==> src/rtl/hub75_pkg.sv <==
// Shared types and helpers for the HUB75 scan scheduler.
package hub75_pkg;

    // Scheduler states; FETCH is split into its read and wait cycles.
    typedef enum logic [2:0] {
        StIdle,
        StFetchRd,
        StFetchWait,
        StShiftLo,
        StShiftHi,
        StBlank,
        StLatch,
        StDisplay
    } state_e;

    // Bit positions of each colour lane within the registered RGB vector.
    localparam int unsigned LaneR1   = 5;
    localparam int unsigned LaneG1   = 4;
    localparam int unsigned LaneB1   = 3;
    localparam int unsigned LaneR2   = 2;
    localparam int unsigned LaneG2   = 1;
    localparam int unsigned LaneB2   = 0;
    localparam int unsigned NumLanes = 6;

    // Width of the A..E row address pins.
    localparam int unsigned RowAddrW = 5;

    // Bits needed to index n items; never less than one.
    function automatic int unsigned width_of(input int unsigned n);
        return (n <= 1) ? 1 : $clog2(n);
    endfunction

endpackage

==> src/rtl/hub75_plane_timer.sv <==
// Loadable down-counter timing DISPLAY and BLANK phases.
module hub75_plane_timer #(
    parameter int unsigned CntW = 11
) (
    input  logic            clk_i,
    input  logic            rst_ni,
    input  logic            load_i,
    input  logic [CntW-1:0] value_i,
    input  logic            en_i,
    output logic            done_o,
    output logic            done_next_o
);

    localparam logic [CntW-1:0] CntOne = CntW'(1);

    logic [CntW-1:0] cnt_q, cnt_d;

    // Load takes priority; otherwise count down while enabled, stopping at zero.
    always_comb begin
        cnt_d = cnt_q;
        if (load_i) begin
            cnt_d = value_i;
        end else if (en_i && (cnt_q != '0)) begin
            cnt_d = cnt_q - CntOne;
        end
    end

    // Counter register.
    always_ff @(posedge clk_i or negedge rst_ni) begin
        if (!rst_ni) begin
            cnt_q <= '0;
        end else begin
            cnt_q <= cnt_d;
        end
    end

    // done_o marks the last counted cycle; done_next_o lets callers register a pulse for it.
    assign done_o      = (cnt_q == CntOne);
    assign done_next_o = (cnt_d == CntOne);

endmodule

==> src/rtl/hub75_scan_scheduler.sv <==
// HUB75 binary-code-modulation scan scheduler: per row and bit plane it fetches pixels,
// shifts them out, latches and displays for BASE_ON<<plane cycles.
// Optional feature: define HUB75_DEADTIME_EN to insert a DEADTIME-cycle BLANK before LATCH.
module hub75_scan_scheduler
    import hub75_pkg::*;
#(
    parameter int unsigned SCREEN_WIDTH = 32,
    parameter int unsigned SCREEN_DEPTH = 16,
    parameter int unsigned BIT_DEPTH    = 4,
    parameter int unsigned BASE_ON      = 8,
    parameter int unsigned DEADTIME     = 2,
    localparam int unsigned ROW_W       = width_of(SCREEN_DEPTH / 2),
    localparam int unsigned COL_W       = width_of(SCREEN_WIDTH)
) (
    input  logic                     clk_in,
    input  logic                     rst_n_in,
    input  logic                     enable_in,
    output logic                     rd_en_out,
    output logic [ROW_W+COL_W-1:0]   rd_addr_out,
    input  logic [6*BIT_DEPTH-1:0]   rd_data_in,
    output logic                     R1_data,
    output logic                     G1_data,
    output logic                     B1_data,
    output logic                     R2_data,
    output logic                     G2_data,
    output logic                     B2_data,
    output logic                     A,
    output logic                     B,
    output logic                     C,
    output logic                     D,
    output logic                     E,
    output logic                     clk_out,
    output logic                     LAT,
    output logic                     OE_N,
    output logic                     frame_done
);

    localparam int unsigned ROWS     = SCREEN_DEPTH / 2;
    localparam int unsigned PLANE_W  = width_of(BIT_DEPTH);
    localparam int unsigned MaxOn    = BASE_ON << (BIT_DEPTH - 1);
    localparam int unsigned MaxLoad  = (MaxOn > DEADTIME) ? MaxOn : DEADTIME;
    localparam int unsigned TMR_W    = width_of(MaxLoad) + 1;

    localparam logic [COL_W-1:0]   ColLast   = COL_W'(SCREEN_WIDTH - 1);
    localparam logic [COL_W-1:0]   ColOne    = COL_W'(1);
    localparam logic [ROW_W-1:0]   RowLast   = ROW_W'(ROWS - 1);
    localparam logic [ROW_W-1:0]   RowOne    = ROW_W'(1);
    localparam logic [PLANE_W-1:0] PlaneLast = PLANE_W'(BIT_DEPTH - 1);
    localparam logic [PLANE_W-1:0] PlaneOne  = PLANE_W'(1);

    state_e state_q, state_d;

    logic [COL_W-1:0]       col_q, col_d;
    logic [ROW_W-1:0]       row_q, row_d;
    logic [PLANE_W-1:0]     plane_q, plane_d;
    logic [NumLanes-1:0]    rgb_q, rgb_d, rgb_sel;
    logic [RowAddrW-1:0]    row_addr_q, row_addr_d;
    logic                   clk_out_q, clk_out_d;
    logic                   lat_q, lat_d;
    logic                   oe_n_q, oe_n_d;
    logic                   rd_en_q, rd_en_d;
    logic [ROW_W+COL_W-1:0] rd_addr_q, rd_addr_d;
    logic                   frame_done_q, frame_done_d;

    logic                   last_col, last_row, last_plane;
    logic                   tmr_load, tmr_en, tmr_done, tmr_done_next;
    logic [TMR_W-1:0]       tmr_value;

    assign last_col   = (col_q == ColLast);
    assign last_row   = (row_q == RowLast);
    assign last_plane = (plane_q == PlaneLast);

    // Pick the current plane's bit out of each colour lane of the returned word.
    for (genvar l = 0; l < NumLanes; l++) begin : g_lane
        logic [BIT_DEPTH-1:0] lane;
        assign lane       = rd_data_in[l*BIT_DEPTH +: BIT_DEPTH];
        assign rgb_sel[l] = lane[plane_q];
    end

    // Display / blanking down-counter.
    hub75_plane_timer #(
        .CntW (TMR_W)
    ) u_timer (
        .clk_i       (clk_in),
        .rst_ni      (rst_n_in),
        .load_i      (tmr_load),
        .value_i     (tmr_value),
        .en_i        (tmr_en),
        .done_o      (tmr_done),
        .done_next_o (tmr_done_next)
    );

    // Timer is armed on the cycle before the phase it measures.
    always_comb begin
        tmr_load  = 1'b0;
        tmr_value = TMR_W'(BASE_ON) << plane_q;
        tmr_en    = (state_q == StDisplay) || (state_q == StBlank);
        if (state_q == StLatch) begin
            tmr_load = 1'b1;
        end
`ifdef HUB75_DEADTIME_EN
        if ((state_q == StShiftHi) && last_col) begin
            tmr_load  = 1'b1;
            tmr_value = TMR_W'(DEADTIME);
        end
`endif
    end

    // FSM state register.
    always_ff @(posedge clk_in or negedge rst_n_in) begin
        if (!rst_n_in) begin
            state_q <= StIdle;
        end else begin
            state_q <= state_d;
        end
    end

    // FSM next-state logic; enable_in only matters in IDLE and at DISPLAY exit.
    always_comb begin
        state_d = state_q;
        case (state_q)
            StIdle:      if (enable_in) state_d = StFetchRd;
            StFetchRd:   state_d = StFetchWait;
            StFetchWait: state_d = StShiftLo;
            StShiftLo:   state_d = StShiftHi;
            StShiftHi: begin
                if (last_col) begin
`ifdef HUB75_DEADTIME_EN
                    state_d = StBlank;
`else
                    state_d = StLatch;
`endif
                end else begin
                    state_d = StShiftLo;
                end
            end
            StBlank: begin
`ifdef HUB75_DEADTIME_EN
                if (tmr_done) state_d = StLatch;
`else
                state_d = StIdle;
`endif
            end
            StLatch:     state_d = StDisplay;
            StDisplay:   if (tmr_done) state_d = enable_in ? StFetchRd : StIdle;
            default:     state_d = StIdle;
        endcase
    end

    // Column, row and plane counters plus the pixel shift register.
    always_comb begin
        col_d   = col_q;
        row_d   = row_q;
        plane_d = plane_q;
        rgb_d   = rgb_q;
        if (state_q == StShiftHi) begin
            col_d = last_col ? '0 : col_q + ColOne;
        end
        if ((state_q == StDisplay) && tmr_done) begin
            if (!enable_in) begin
                row_d   = '0;
                plane_d = '0;
            end else if (last_plane) begin
                plane_d = '0;
                row_d   = last_row ? '0 : row_q + RowOne;
            end else begin
                plane_d = plane_q + PlaneOne;
            end
        end
        // After the last column the bits simply hold.
        if ((state_q == StFetchWait) || ((state_q == StShiftHi) && !last_col)) begin
            rgb_d = rgb_sel;
        end
    end

    // Counter and pixel registers.
    always_ff @(posedge clk_in or negedge rst_n_in) begin
        if (!rst_n_in) begin
            col_q   <= '0;
            row_q   <= '0;
            plane_q <= '0;
            rgb_q   <= '0;
        end else begin
            col_q   <= col_d;
            row_q   <= row_d;
            plane_q <= plane_d;
            rgb_q   <= rgb_d;
        end
    end

    // FSM outputs, decoded from the next state so every pin comes straight off a flop.
    always_comb begin
        clk_out_d    = (state_d == StShiftHi);
        lat_d        = (state_d == StLatch);
        oe_n_d       = (state_d != StDisplay);
        rd_en_d      = (state_d == StFetchRd) || ((state_d == StShiftLo) && (col_d != ColLast));
        rd_addr_d    = rd_addr_q;
        row_addr_d   = row_addr_q;
        frame_done_d = (state_d == StDisplay) && last_row && last_plane && tmr_done_next;
        if (state_d == StFetchRd) begin
            rd_addr_d = {row_d, {COL_W{1'b0}}};
        end else if (rd_en_d) begin
            // SHIFT_LO prefetches the column after the one being shifted.
            rd_addr_d = {row_q, col_d + ColOne};
        end
`ifdef HUB75_DEADTIME_EN
        if ((state_q == StShiftHi) && (state_d == StBlank)) begin
            row_addr_d = RowAddrW'(row_q);
        end
`else
        if ((state_q == StShiftHi) && (state_d == StLatch)) begin
            row_addr_d = RowAddrW'(row_q);
        end
`endif
    end

    // Output registers.
    always_ff @(posedge clk_in or negedge rst_n_in) begin
        if (!rst_n_in) begin
            clk_out_q    <= 1'b0;
            lat_q        <= 1'b0;
            oe_n_q       <= 1'b1;
            rd_en_q      <= 1'b0;
            rd_addr_q    <= '0;
            row_addr_q   <= '0;
            frame_done_q <= 1'b0;
        end else begin
            clk_out_q    <= clk_out_d;
            lat_q        <= lat_d;
            oe_n_q       <= oe_n_d;
            rd_en_q      <= rd_en_d;
            rd_addr_q    <= rd_addr_d;
            row_addr_q   <= row_addr_d;
            frame_done_q <= frame_done_d;
        end
    end

    assign rd_en_out   = rd_en_q;
    assign rd_addr_out = rd_addr_q;
    assign R1_data     = rgb_q[LaneR1];
    assign G1_data     = rgb_q[LaneG1];
    assign B1_data     = rgb_q[LaneB1];
    assign R2_data     = rgb_q[LaneR2];
    assign G2_data     = rgb_q[LaneG2];
    assign B2_data     = rgb_q[LaneB2];
    assign A           = row_addr_q[0];
    assign B           = row_addr_q[1];
    assign C           = row_addr_q[2];
    assign D           = row_addr_q[3];
    assign E           = row_addr_q[4];
    assign clk_out     = clk_out_q;
    assign LAT         = lat_q;
    assign OE_N        = oe_n_q;
    assign frame_done  = frame_done_q;

endmodule

==> config.mk <==
export PLATFORM = sky130hd
export DESIGN_NAME = hub75_scan_scheduler
export DESIGN_NICKNAME = d
export VERILOG_FILES = /design/src/rtl/hub75_pkg.sv /design/src/rtl/hub75_plane_timer.sv /design/src/rtl/hub75_scan_scheduler.sv
export SDC_FILE = /design/constraint.sdc
export NUM_CORES = 1
export LEC_CHECK = 0
export ABC_AREA = 1
export BUFFER_PORTS_ARGS = -buffer_cell sky130_fd_sc_hd__buf_4
export CAP_MARGIN = 5
export CORE_MARGIN = 4
export CORE_UTILIZATION = 54
export DETAILED_ROUTE_END_ITERATION = 10
export GPL_ROUTABILITY_DRIVEN = 0
export PLACE_DENSITY = 0.79
export SETUP_SLACK_MARGIN = 0.05
export SYNTH_ARGS = -nofsm -noshare
export SYNTH_HDL_FRONTEND = slang
export SYNTH_SLANG_ARGS = --single-unit
==> constraint.sdc <==
create_clock -name clk_in -period 2.8 [get_ports clk_in]
set_input_delay 0 -clock clk_in [delete_from_list [all_inputs] [get_ports clk_in]]
set_output_delay 0 -clock clk_in [all_outputs]
set_load 0.03 [all_outputs]
==> results.toml, run 1 <==
[timing]
setup_viol_count_final = 0
final_critical_path_required_period_ns = 2.47
finalClockSkew_ns = 0.00564
maxClockFrequency_mhz = 405
holdWs_ns = 0.0305
unrepaired_setup_endpoints_after_global_routing = "false"
worst-slew-pin-transition_ns = 0.517
totalNegativeSetupSlack_ns = 0
slew_headroom_pct = 65.3
slew_violations = 0
total_count_of_hold_check_failures_in_the_final_report = 0
period_share_pct = 88.1

[critical_path]
rr_endpoint = "rd_addr_out[5]"
ff2ff_setup_slack_ns = 0.33
cp_endpoint_kind = "flop"
chain_of_cells_forming_the_critical_path = "ha_1 -> nand2_1 -> nor2_1 -> ha_1 -> nor2_2 -> o21ai_0 -> inv_1 -> ha_1 -> and3_1 -> ha_1 -> nor2_4 -> inv_2 -> nand3_1 -> nand3_1"
worst-endpoint-arrival_ns = 2.64
maximum_fanout_along_the_worst_path = 11
cpMostUsedCell = "sky130_fd_sc_hd__ha_1"
worstPathRequired_ns = 2.98
timing.reg2reg.worst_path_depth = 14
crit_start = "col_q[1]"
worstSetupEndpoint = "rd_addr_out[5]"
timing.rr.start = "col_q[1]"
worst_setup_path_start_kind = "flop"
crit_path_max_incr_delay_ns = 0.39
critical_path.slowest_cell = "sky130_fd_sc_hd__dfrtp_1"
worstSetupPathType = "reg2reg"

[synthesis]
synth-warning-count = 0
mean_syn_cell_area_sq_um = 7.96
synth_seq_cells = 42
post_synth_num_cell_types = 35
syn_inst = 300
synth.cell_area_sq_um = 2390
synth.yosys.seq_area_share_pct = 44.1

[global_route]
grt-busiest-layer = "met2"
global_routing_usage_summed_across_all_routing_layers_pct = 19.7
groute.layer.met1.usage_pct = 26.0
global_route.usage.met2_pct = 33.2
grt_pass1_wl_um = 8480
first_global_vias = 1961
grt_max_degree = 43
globalRoute.totalOverflow = 0
globalRouteMet3Util_pct = 3.78
grt_antenna_before_repair = 0

[drt]
drt_first_iter_violations = 161
remaining_routing_drc_violations = 0
detailroute.via_count = 2063
antenna_violating_nets_post_route = 0
drt-vias-per-instance = 5.12
wire_per_inst_um = 12.3
drtPass1Iterations = 4
wl_um = 4960

[clock_tree]
h-tree-depth = 2
cts_buffer_depth = 2
cts_tree = "yes"
clk-insertion-delay-late_ns = 0.29
ctsRootBufferMaster = "sky130_fd_sc_hd__clkbuf_8"
cts_made_buffers = 5
cts_resized = 0
postCtsSetupBuffers = 0
clk_transition_reported_paths_ns = 0.08
clock-sinks = 42

[layout]
layout_cell_share_with_drive_strength_beyond_1_pct = 24.4
fin_nets = 392
syn_to_layout_area_delta_pct = 21.0
mostFrequentLayoutCells = "sky130_fd_sc_hd__nand2_1 (61), sky130_fd_sc_hd__buf_4 (48), sky130_fd_sc_hd__nor2_1 (47)"
finish.utilization_pct = 69.7
mostFrequentLayoutCell = "sky130_fd_sc_hd__nand2_1"
filler_cell_count = 374
num_antenna_cells = 0
layoutNonFillerInstCount = 403

[pwr]
vdd.ir_drop.worst_v = 0.000312
pwr_density_cell_nw_per_um2 = 369
switching_share_pct = 23.2
clkPwrFrac_pct = 36.2
power.sequential.fraction_pct = 57.5
total_leakage_power_uw = 0.00158
netSwitchingPower_uw = 247
power.internal_uw = 818
part_of_the_power_in_combinational_logic_pct = 6.2

[floorplanning]
ioPinCount = 51
coreArea_sq_um = 4140
dieHeight_um = 74.5
chipWidth_um = 74.5
core.rowCount = 23
floorplan.die_area_sq_um = 5550
initial_utilization_pct = 57.6

[place]
placed_cells_incl_taps = 393
place_hpwl_um = 3800
numPortBuffers = 48

[outcome]
status = "finished clean"

[worst_hold_path]
hp-class = "in2reg"

[flow_run]
maxCapViolCount = 0
-- layout make-up --
cell class	instances	area, sq um	share of cell area, %
well taps	50	62.6	2.17
repair buffers	50	380	13.2
clock buffers	5	68.8	2.38
flip-flops and latches	42	1050	36.4
multi-input cells	218	1170	40.4
clock inverters	3	21.3	0.736
inverters	35	136	4.72
-- registers in the layout, indices dropped and copies added, names as in the netlist --
register and cells:
plane_q 2, rd_addr_out 8, row_q 3, row_addr_q 3
clk_out 1, rd_en_out 1, frame_done 1, col_q 5
u_timer.cnt_q 7, OE_N 1, rgb_q 6, state_q 3
LAT 1
-- critical path, delay by kind of cell, from the launching register on --
| family | cells | cell delay, ns |
|---|---|---|
| and+or+nand+nor | 7 | 0.77 |
| DFF | 1 | 0.39 |
| AOI/OAI and AO/OA | 1 | 0.17 |
| adders and majority gates | 4 | 0.78 |
| buffers and inverters | 2 | 0.24 |
-- through the flow --
stage                     setup slack, ns  area (sq um)  total power [uW]
after floorplan                     0.521          2390               644
final                               0.333          2890              1060
after detailed placement            0.363          2780               690
after global routing                0.130          2890              1110
after global placement              0.464          2780               689
after CTS                           0.328          2890              1070
-- cell usage after synthesis --
master                     count  share of area, %
sky130_fd_sc_hd__nor2_4        2              0.94
sky130_fd_sc_hd__ha_1         13               6.8
sky130_fd_sc_hd__xor2_1        3               1.1
sky130_fd_sc_hd__clkinv_4      1              0.37
sky130_fd_sc_hd__dfrtp_1      41                43
sky130_fd_sc_hd__o21ai_1       2              0.42
sky130_fd_sc_hd__nand3_2       1              0.42
sky130_fd_sc_hd__a31oi_1       6               1.6
sky130_fd_sc_hd__o22ai_1       1              0.26
sky130_fd_sc_hd__o21ai_0      25               5.2
sky130_fd_sc_hd__a21oi_1       2              0.42
sky130_fd_sc_hd__nand2_2       4               1.0
sky130_fd_sc_hd__nand3_4       1              0.73
sky130_fd_sc_hd__nand3b_1      3              0.94
sky130_fd_sc_hd__dfstp_2       1               1.1
sky130_fd_sc_hd__clkinv_1      2              0.31
sky130_fd_sc_hd__nand2_1      61               9.6
sky130_fd_sc_hd__a21o_1        1              0.31
sky130_fd_sc_hd__nand4_1       1              0.26
sky130_fd_sc_hd__nor2_2        5               1.3
sky130_fd_sc_hd__inv_1        23               3.6
sky130_fd_sc_hd__buf_4         3              0.94
sky130_fd_sc_hd__and3_1        1              0.26
sky130_fd_sc_hd__inv_2         9               1.4
sky130_fd_sc_hd__nand3_1      29               6.1
sky130_fd_sc_hd__a21boi_4      1              0.79
sky130_fd_sc_hd__nor4_1        1              0.26
sky130_fd_sc_hd__o21ai_2       1              0.37
sky130_fd_sc_hd__buf_2         1              0.21
sky130_fd_sc_hd__nand2_4       3               1.4
sky130_fd_sc_hd__conb_1        1              0.16
sky130_fd_sc_hd__or2_1         1              0.26
sky130_fd_sc_hd__clkbuf_1      2              0.31
sky130_fd_sc_hd__nor2_1       47               7.4
sky130_fd_sc_hd__a21oi_2       1              0.37
-- cells by family (layout without fill, tap and decap cells) --
group                      Yosys count  count (layout)  share of synthesized area, %
AOI/OAI and AO/OA                   40              40                          9.75
xor gates and xnor gates             3               3                          1.10
adders and majority gates           13              13                          6.81
DFF                                 42              42                          44.1
buffers and inverters               41              93                          7.18
other                                1               2                         0.157
and+or+nand+nor                    160             160                          30.9
-- power groups by stage --
stage          clock network, uW  registers [uW]  logic, uW
4_1_cts                      393             613       67.4
6_report                     386             613       66.4
5_1_grt                      423             614       73.3
2_1_floorplan                  0             634       10.4
3_3_place_gp                   0             625       64.3
3_5_place_dp                   0             625       65.4
-- what timing repair did --
item,4_1_cts,5_1_grt
setup endpoints to repair,0,0
hold buffers,2,0
hold endpoints to repair,42,0
-- per-layer routing --
layer,up-vias,share of wire (%)
met5,-,0
met4,0,1.1
met3,8,5.5
met2,52,49
met1,936,45
li1,1067,-
-- how the worst min path moves through the flow --
stage                              start  endpoint  slack (ns)  cells after the start
after floorplan                 rst_n_in       LAT       -0.30                      0
after global placement          rst_n_in  rgb_q[2]        0.01                      1
after detailed placement        rst_n_in  rgb_q[2]        0.01                      1
after CTS                  rd_data_in[7]  rgb_q[1]        0.03                      3
after global routing      rd_data_in[21]  rgb_q[5]        0.05                      3
final                      rd_data_in[7]  rgb_q[1]        0.03                      3
Power figures use the tool's default switching activity.
==> run 2, diff against run 1 <==
--- a/config.mk
+++ b/config.mk
@@ -8,11 +8,13 @@
 export ABC_AREA = 1
 export BUFFER_PORTS_ARGS = -buffer_cell sky130_fd_sc_hd__buf_4
 export CAP_MARGIN = 5
+export CELL_PAD_IN_SITES_DETAIL_PLACEMENT = 2
+export CELL_PAD_IN_SITES_GLOBAL_PLACEMENT = 2
 export CORE_MARGIN = 4
-export CORE_UTILIZATION = 54
+export CORE_UTILIZATION = 31
 export DETAILED_ROUTE_END_ITERATION = 10
 export GPL_ROUTABILITY_DRIVEN = 0
-export PLACE_DENSITY = 0.79
+export PLACE_DENSITY_LB_ADDON = 0.1
 export SETUP_SLACK_MARGIN = 0.05
 export SYNTH_ARGS = -nofsm -noshare
 export SYNTH_HDL_FRONTEND = slang
==> run 2 against run 1 <==
Clock skew is 0.0048 ns higher. Sequential power hardly changed. Combinational power is 1% higher. Critical endpoint is now rd_addr_out[7]. Largest cell class unchanged.
==> results.toml, run 2 (synthesis gave the netlist of run 1 again) <==
[layout]
largest_reg_flops = 8
mostFrequentLayoutCells = "sky130_fd_sc_hd__nand2_1 (61), sky130_fd_sc_hd__buf_4 (48), sky130_fd_sc_hd__nor2_1 (47)"
syn_to_layout_area_delta_pct = 23.7
multi_input_comb_area_sq_um = 1170
filler_cell_count = 905
final_area_sq_um = 2950
ff_latch_area_sq_um = 1050
fin_nets = 392
mostFrequentLayoutCell = "sky130_fd_sc_hd__nand2_1"
layout_cell_share_with_drive_strength_beyond_1_pct = 24.4
num_antenna_cells = 0

[worst_hold_path]
hp-class = "in2reg"

[pwr]
part_of_the_power_in_combinational_logic_pct = 6.1
power.sequential.fraction_pct = 55.9
clkPwrFrac_pct = 38.0
total_leakage_power_uw = 0.00158
pwr_density_cell_nw_per_um2 = 371
switching_share_pct = 24.9
vdd.ir_drop.worst_v = 0.000192
report.power.total_uw = 1100
netSwitchingPower_uw = 273
power.internal_uw = 823

[critical_path]
worstSetupPathType = "reg2reg"
cp_endpoint_kind = "flop"
worst-endpoint-arrival_ns = 2.65
worstPathRequired_ns = 3.00
worst_setup_path_start_kind = "flop"
maximum_fanout_along_the_worst_path = 11

[timing]
final_critical_path_required_period_ns = 2.45
slew_violations = 0
period_share_pct = 87.5
totalNegativeSetupSlack_ns = 0
total_count_of_hold_check_failures_in_the_final_report = 0
maxClockFrequency_mhz = 408
unrepaired_setup_endpoints_after_global_routing = "false"
slew_headroom_pct = 63.2
setup_viol_count_final = 0
finalClockSkew_ns = 0.0105
worst-slew-pin-transition_ns = 0.552
final.setup.worst_slack_ns = 0.351

[floorplanning]
dieHeight_um = 95.8
ioPinCount = 51
chipWidth_um = 95.8
core.rowCount = 31
initial_utilization_pct = 32.4
coreArea_sq_um = 7370
floorplan.die_area_sq_um = 9170

[place]
place_worst_setup_slack_ns = 0.335
dpl_cell_area_sq_um = 2840
place_hpwl_um = 5050
numPortBuffers = 48

[drt]
wire_per_inst_um = 14.4
detailroute.via_count = 2149
drt_first_iter_violations = 42
drtPass1Iterations = 4
wl_um = 6510
remaining_routing_drc_violations = 0
drt-vias-per-instance = 4.75
antenna_violating_nets_post_route = 0

[global_route]
grt_antenna_before_repair = 0
global_routing_usage_summed_across_all_routing_layers_pct = 15.8
grt_max_degree = 43
grt_pass1_wl_um = 11300
globalRoute.totalOverflow = 0
first_global_vias = 2324

[clock_tree]
clk-insertion-delay-late_ns = 0.31
cts_made_buffers = 5
clock-sinks = 42
postCtsSetupBuffers = 0
cts_resized = 0
h-tree-depth = 2
ctsRootBufferMaster = "sky130_fd_sc_hd__clkbuf_8"
cts_buffer_depth = 2
clk_transition_reported_paths_ns = 0.09
cts_tree = "yes"

[flow_run]
maxCapViolCount = 0

[outcome]
status = "finished clean"
[run 2: cell count changes in the layout (fill, tap and decap cells not counted)]
cell                       previous run  this run
sky130_fd_sc_hd__clkinv_2             1         0
sky130_fd_sc_hd__inv_6                0         1
[run 2: layout make-up]
| class | count | area share, % |
|---|---|---|
| Clock buffer | 5 | 2.33 |
| Clock inverter | 3 | 0.847 |
| Inverter | 35 | 4.62 |
| Multi-Input combinational cell | 218 | 39.5 |
| Sequential cell | 42 | 35.6 |
| Tap cell | 99 | 4.19 |
| Timing Repair Buffer | 50 | 12.9 |
[run 2: metrics by stage]
step                utilization (%)  instances  hold slack [ns]
detailed placement             38.5        442           0.0353
floorplan                         -        301           -0.296
finish                         40.1        452           0.0216
global route                   40.1        452           0.0423
global placement               38.5        442           0.0263
CTS                            40.1        452           0.0160
[run 2: worst paths after layout]
check | from | cells after the start | slack [ns] | end
worst max register to register | col_q[1] | 14 | 0.35 | rd_addr_out[7]
min in group asynchronous | rst_n_in | 2 | 0.21 | rgb_q[2]
worst max-delay path | col_q[1] | 14 | 0.35 | rd_addr_out[7]
worst min-delay path | rd_data_in[19] | 3 | 0.02 | rgb_q[4]
max in group asynchronous | rst_n_in | 2 | 2.20 | OE_N
worst min register to register | row_addr_q[0] | 2 | 0.50 | row_addr_q[0]
[run 2: critical path, stage by stage, from the launching register on]
cell and delay (ns):
sky130_fd_sc_hd__dfrtp_1 0.39, sky130_fd_sc_hd__ha_1 0.18, sky130_fd_sc_hd__nand2_1 0.07, sky130_fd_sc_hd__nor2_1 0.09, sky130_fd_sc_hd__ha_1 0.20, sky130_fd_sc_hd__nor2_2 0.07
sky130_fd_sc_hd__o21ai_0 0.15, sky130_fd_sc_hd__inv_1 0.10, sky130_fd_sc_hd__ha_1 0.21, sky130_fd_sc_hd__and3_1 0.17, sky130_fd_sc_hd__ha_1 0.21, sky130_fd_sc_hd__nor2_4 0.18
sky130_fd_sc_hd__inv_2 0.13, sky130_fd_sc_hd__nand3_1 0.11, sky130_fd_sc_hd__nand3_1 0.07
[run 2: what timing repair did]
| item | 4_1_cts | 5_1_grt |
|---|---|---|
| hold buffers | 2 | 0 |
| hold endpoints to repair | 42 | 0 |
| setup endpoints to repair | 0 | 0 |
[run 2: per-layer routing]
metal / track usage, % / routed length (um) / vias up
met5: 0 / 0 / -
met4: 3.91 / 68 / 0
met3: 2.58 / 210 / 6
met2: 25.7 / 3040 / 33
met1: 22.1 / 3190 / 1046
li1: - / - / 1064
[run 2: power groups by stage]
stage / clock network, uW / registers, uW / logic, uW
5_1_grt: 466 / 614 / 74.9
6_report: 416 / 613 / 67.3
2_1_floorplan: 0 / 634 / 10.4
4_1_cts: 435 / 613 / 69.8
3_3_place_gp: 0 / 625 / 66.9
3_5_place_dp: 0 / 625 / 67.3
==> run 3, diff against run 2 <==
--- a/config.mk
+++ b/config.mk
@@ -15,6 +15,7 @@
 export DETAILED_ROUTE_END_ITERATION = 10
 export GPL_ROUTABILITY_DRIVEN = 0
 export PLACE_DENSITY_LB_ADDON = 0.1
+export RECOVER_POWER = 25
 export SETUP_SLACK_MARGIN = 0.05
 export SYNTH_ARGS = -nofsm -noshare
 export SYNTH_HDL_FRONTEND = slang
==> constraint.sdc (replaced) <==
create_clock -name clk_in -period 2.8 [get_ports clk_in]
set_input_delay 0 -clock clk_in [delete_from_list [all_inputs] [get_ports clk_in]]
set_output_delay 0 -clock clk_in [all_outputs]
set_load 0.1 [all_outputs]
==> run 3 against run 2 <==
Register-to-register slack is essentially flat. Cell count is the same. Via count is the same. Clock skew is the same. Sequential share of layout area is essentially flat. Design area is essentially flat. Global-route usage is the same. Count of clock-buffer cells in the layout is the same. Critical path type unchanged.
==> results.toml, run 3 (synthesis gave the netlist of run 1 again) <==
[critical_path]
crit_cells = 14
crit_path_max_incr_delay_ns = 0.39
crit_family = "adder cells"
crit_buf_inv = 2
maximum_fanout_along_the_worst_path = 11
critical_path.slowest_cell = "sky130_fd_sc_hd__dfrtp_1"
worstSetupPathType = "reg2reg"
cpMostUsedCell = "sky130_fd_sc_hd__ha_1"
cp_endpoint_kind = "flop"
worst_setup_path_start_kind = "flop"
timing.reg2reg.worst_path_depth = 14
worst-endpoint-arrival_ns = 2.65
worstPathRequired_ns = 3.00
chain_of_cells_forming_the_critical_path = "ha_1 -> nand2_1 -> nor2_1 -> ha_1 -> nor2_2 -> o21ai_0 -> inv_1 -> ha_1 -> and3_1 -> ha_1 -> nor2_4 -> inv_2 -> nand3_1 -> nand3_1"

[global_route]
grt_pass1_wl_um = 11300
first_global_vias = 2324
globalRoute.totalOverflow = 0
grt_max_degree = 43
global_routing_usage_summed_across_all_routing_layers_pct = 15.8
grt_antenna_before_repair = 0

[drt]
detailroute.via_count = 2149
drt_first_iter_violations = 42
remaining_routing_drc_violations = 0
drt-vias-per-instance = 4.75
wire_per_inst_um = 14.4
antenna_violating_nets_post_route = 0
wl_um = 6510
drtPass1Iterations = 4

[floorplanning]
floorplan.die_area_sq_um = 9170
core.rowCount = 31
chipWidth_um = 95.8
dieHeight_um = 95.8
ioPinCount = 51
initial_utilization_pct = 32.4
coreArea_sq_um = 7370

[clock_tree]
clk_transition_reported_paths_ns = 0.09
clk-insertion-delay-late_ns = 0.31
h-tree-depth = 2
cts_made_buffers = 5
ctsRootBufferMaster = "sky130_fd_sc_hd__clkbuf_8"
clock-sinks = 42
cts_tree = "yes"
cts_buffer_depth = 2
postCtsSetupBuffers = 0

[timing]
worst-slew-pin-transition_ns = 1.07
totalNegativeSetupSlack_ns = 0
slew_violations = 0
period_share_pct = 87.5
slew_headroom_pct = 28.4
setup_viol_count_final = 0
total_count_of_hold_check_failures_in_the_final_report = 0
unrepaired_setup_endpoints_after_global_routing = "false"
finalClockSkew_ns = 0.0105
maxClockFrequency_mhz = 408
final_critical_path_required_period_ns = 2.45

[pwr]
power.internal_uw = 823
total_leakage_power_uw = 0.00158
part_of_the_power_in_combinational_logic_pct = 8.8
report.power.total_uw = 1130
clkPwrFrac_pct = 36.9
vdd.ir_drop.worst_v = 0.000192
pwr_density_cell_nw_per_um2 = 382
power.sequential.fraction_pct = 54.3
switching_share_pct = 27.1
netSwitchingPower_uw = 306

[place]
numPortBuffers = 48
place_hpwl_um = 5050

[outcome]
status = "finished clean"

[layout]
syn_to_layout_area_delta_pct = 23.6
mostFrequentLayoutCell = "sky130_fd_sc_hd__nand2_1"
largest_reg_flops = 8
mostFrequentLayoutCells = "sky130_fd_sc_hd__nand2_1 (61), sky130_fd_sc_hd__nor2_1 (47), sky130_fd_sc_hd__buf_4 (47)"
layout_cell_share_with_drive_strength_beyond_1_pct = 24.4
ff_latch_area_sq_um = 1050
fin_nets = 392
multi_input_comb_area_sq_um = 1170
num_antenna_cells = 0
filler_cell_count = 905

[worst_hold_path]
holdPathStages = 3
hp-class = "in2reg"

[flow_run]
maxCapViolCount = 0
## run 3: cell types whose count changed in the layout (fill, tap and decap cells not counted)
cell | before | now
sky130_fd_sc_hd__buf_4 | 48 | 47
sky130_fd_sc_hd__clkbuf_2 | 0 | 1
## run 3: stage by stage
step	utilization, %	hold WS, ns	std cells	cell area [sq um]	setup slack (ns)
after detailed placement	38.5	0.0353	442	2840	0.335
after global routing	40.1	0.0423	452	2950	0.0689
final	40.1	0.0216	452	2950	0.351
after CTS	40.1	0.0160	452	2950	0.298
after floorplan	-	-0.296	301	2390	0.502
after global placement	38.5	0.0263	442	2840	0.427
## run 3: timing repair
item | in CTS | in global routing
gates resized for setup | 0 | 0
hold endpoints to repair | 42 | 0
setup endpoints to repair | 0 | 0
hold buffers | 2 | 0
## run 3: power groups by stage
stage          Sequential [uW]  Clock (uW)  Combinational (uW)
2_1_floorplan              658           0                18.5
6_report                   613         416                99.2
5_1_grt                    614         466                 107
3_3_place_gp               625           0                99.4
4_1_cts                    613         435                 102
3_5_place_dp               625           0                99.8
## run 3: final cells by class
class / count / share of cell area [%]
Clock buffer: 5 / 2.33
Clock inverter: 3 / 0.848
Inverter: 35 / 4.62
Multi-Input combinational cell: 218 / 39.6
Sequential cell: 42 / 35.7
Tap cell: 99 / 4.20
Timing Repair Buffer: 50 / 12.8
## run 3: worst reg2reg max path: cells and delay by family (launching register included)
kind	cells	cell delay, ns
compound gates	1	0.15
simple gates	7	0.76
flops	1	0.39
fa+ha+maj	4	0.80
buf+inv	2	0.23
## run 3: worst paths after layout
path | start | endpoint | slack, ns
worst max-delay path | col_q[1] | rd_addr_out[7] | 0.35
max in group asynchronous | rst_n_in | state_q[2] | 1.73
min in group asynchronous | rst_n_in | rgb_q[2] | 0.42
worst max register to register | col_q[1] | rd_addr_out[7] | 0.35
worst min register to register | row_addr_q[0] | row_addr_q[0] | 0.50
worst min-delay path | rd_data_in[19] | rgb_q[4] | 0.02
## run 3: per-layer routing
layer	wire length, um	track usage (%)	up-vias
met2	3040	25.7	33
met5	0	0	-
li1	-	-	1064
met1	3190	22.1	1046
met4	68	3.91	0
met3	210	2.58	6
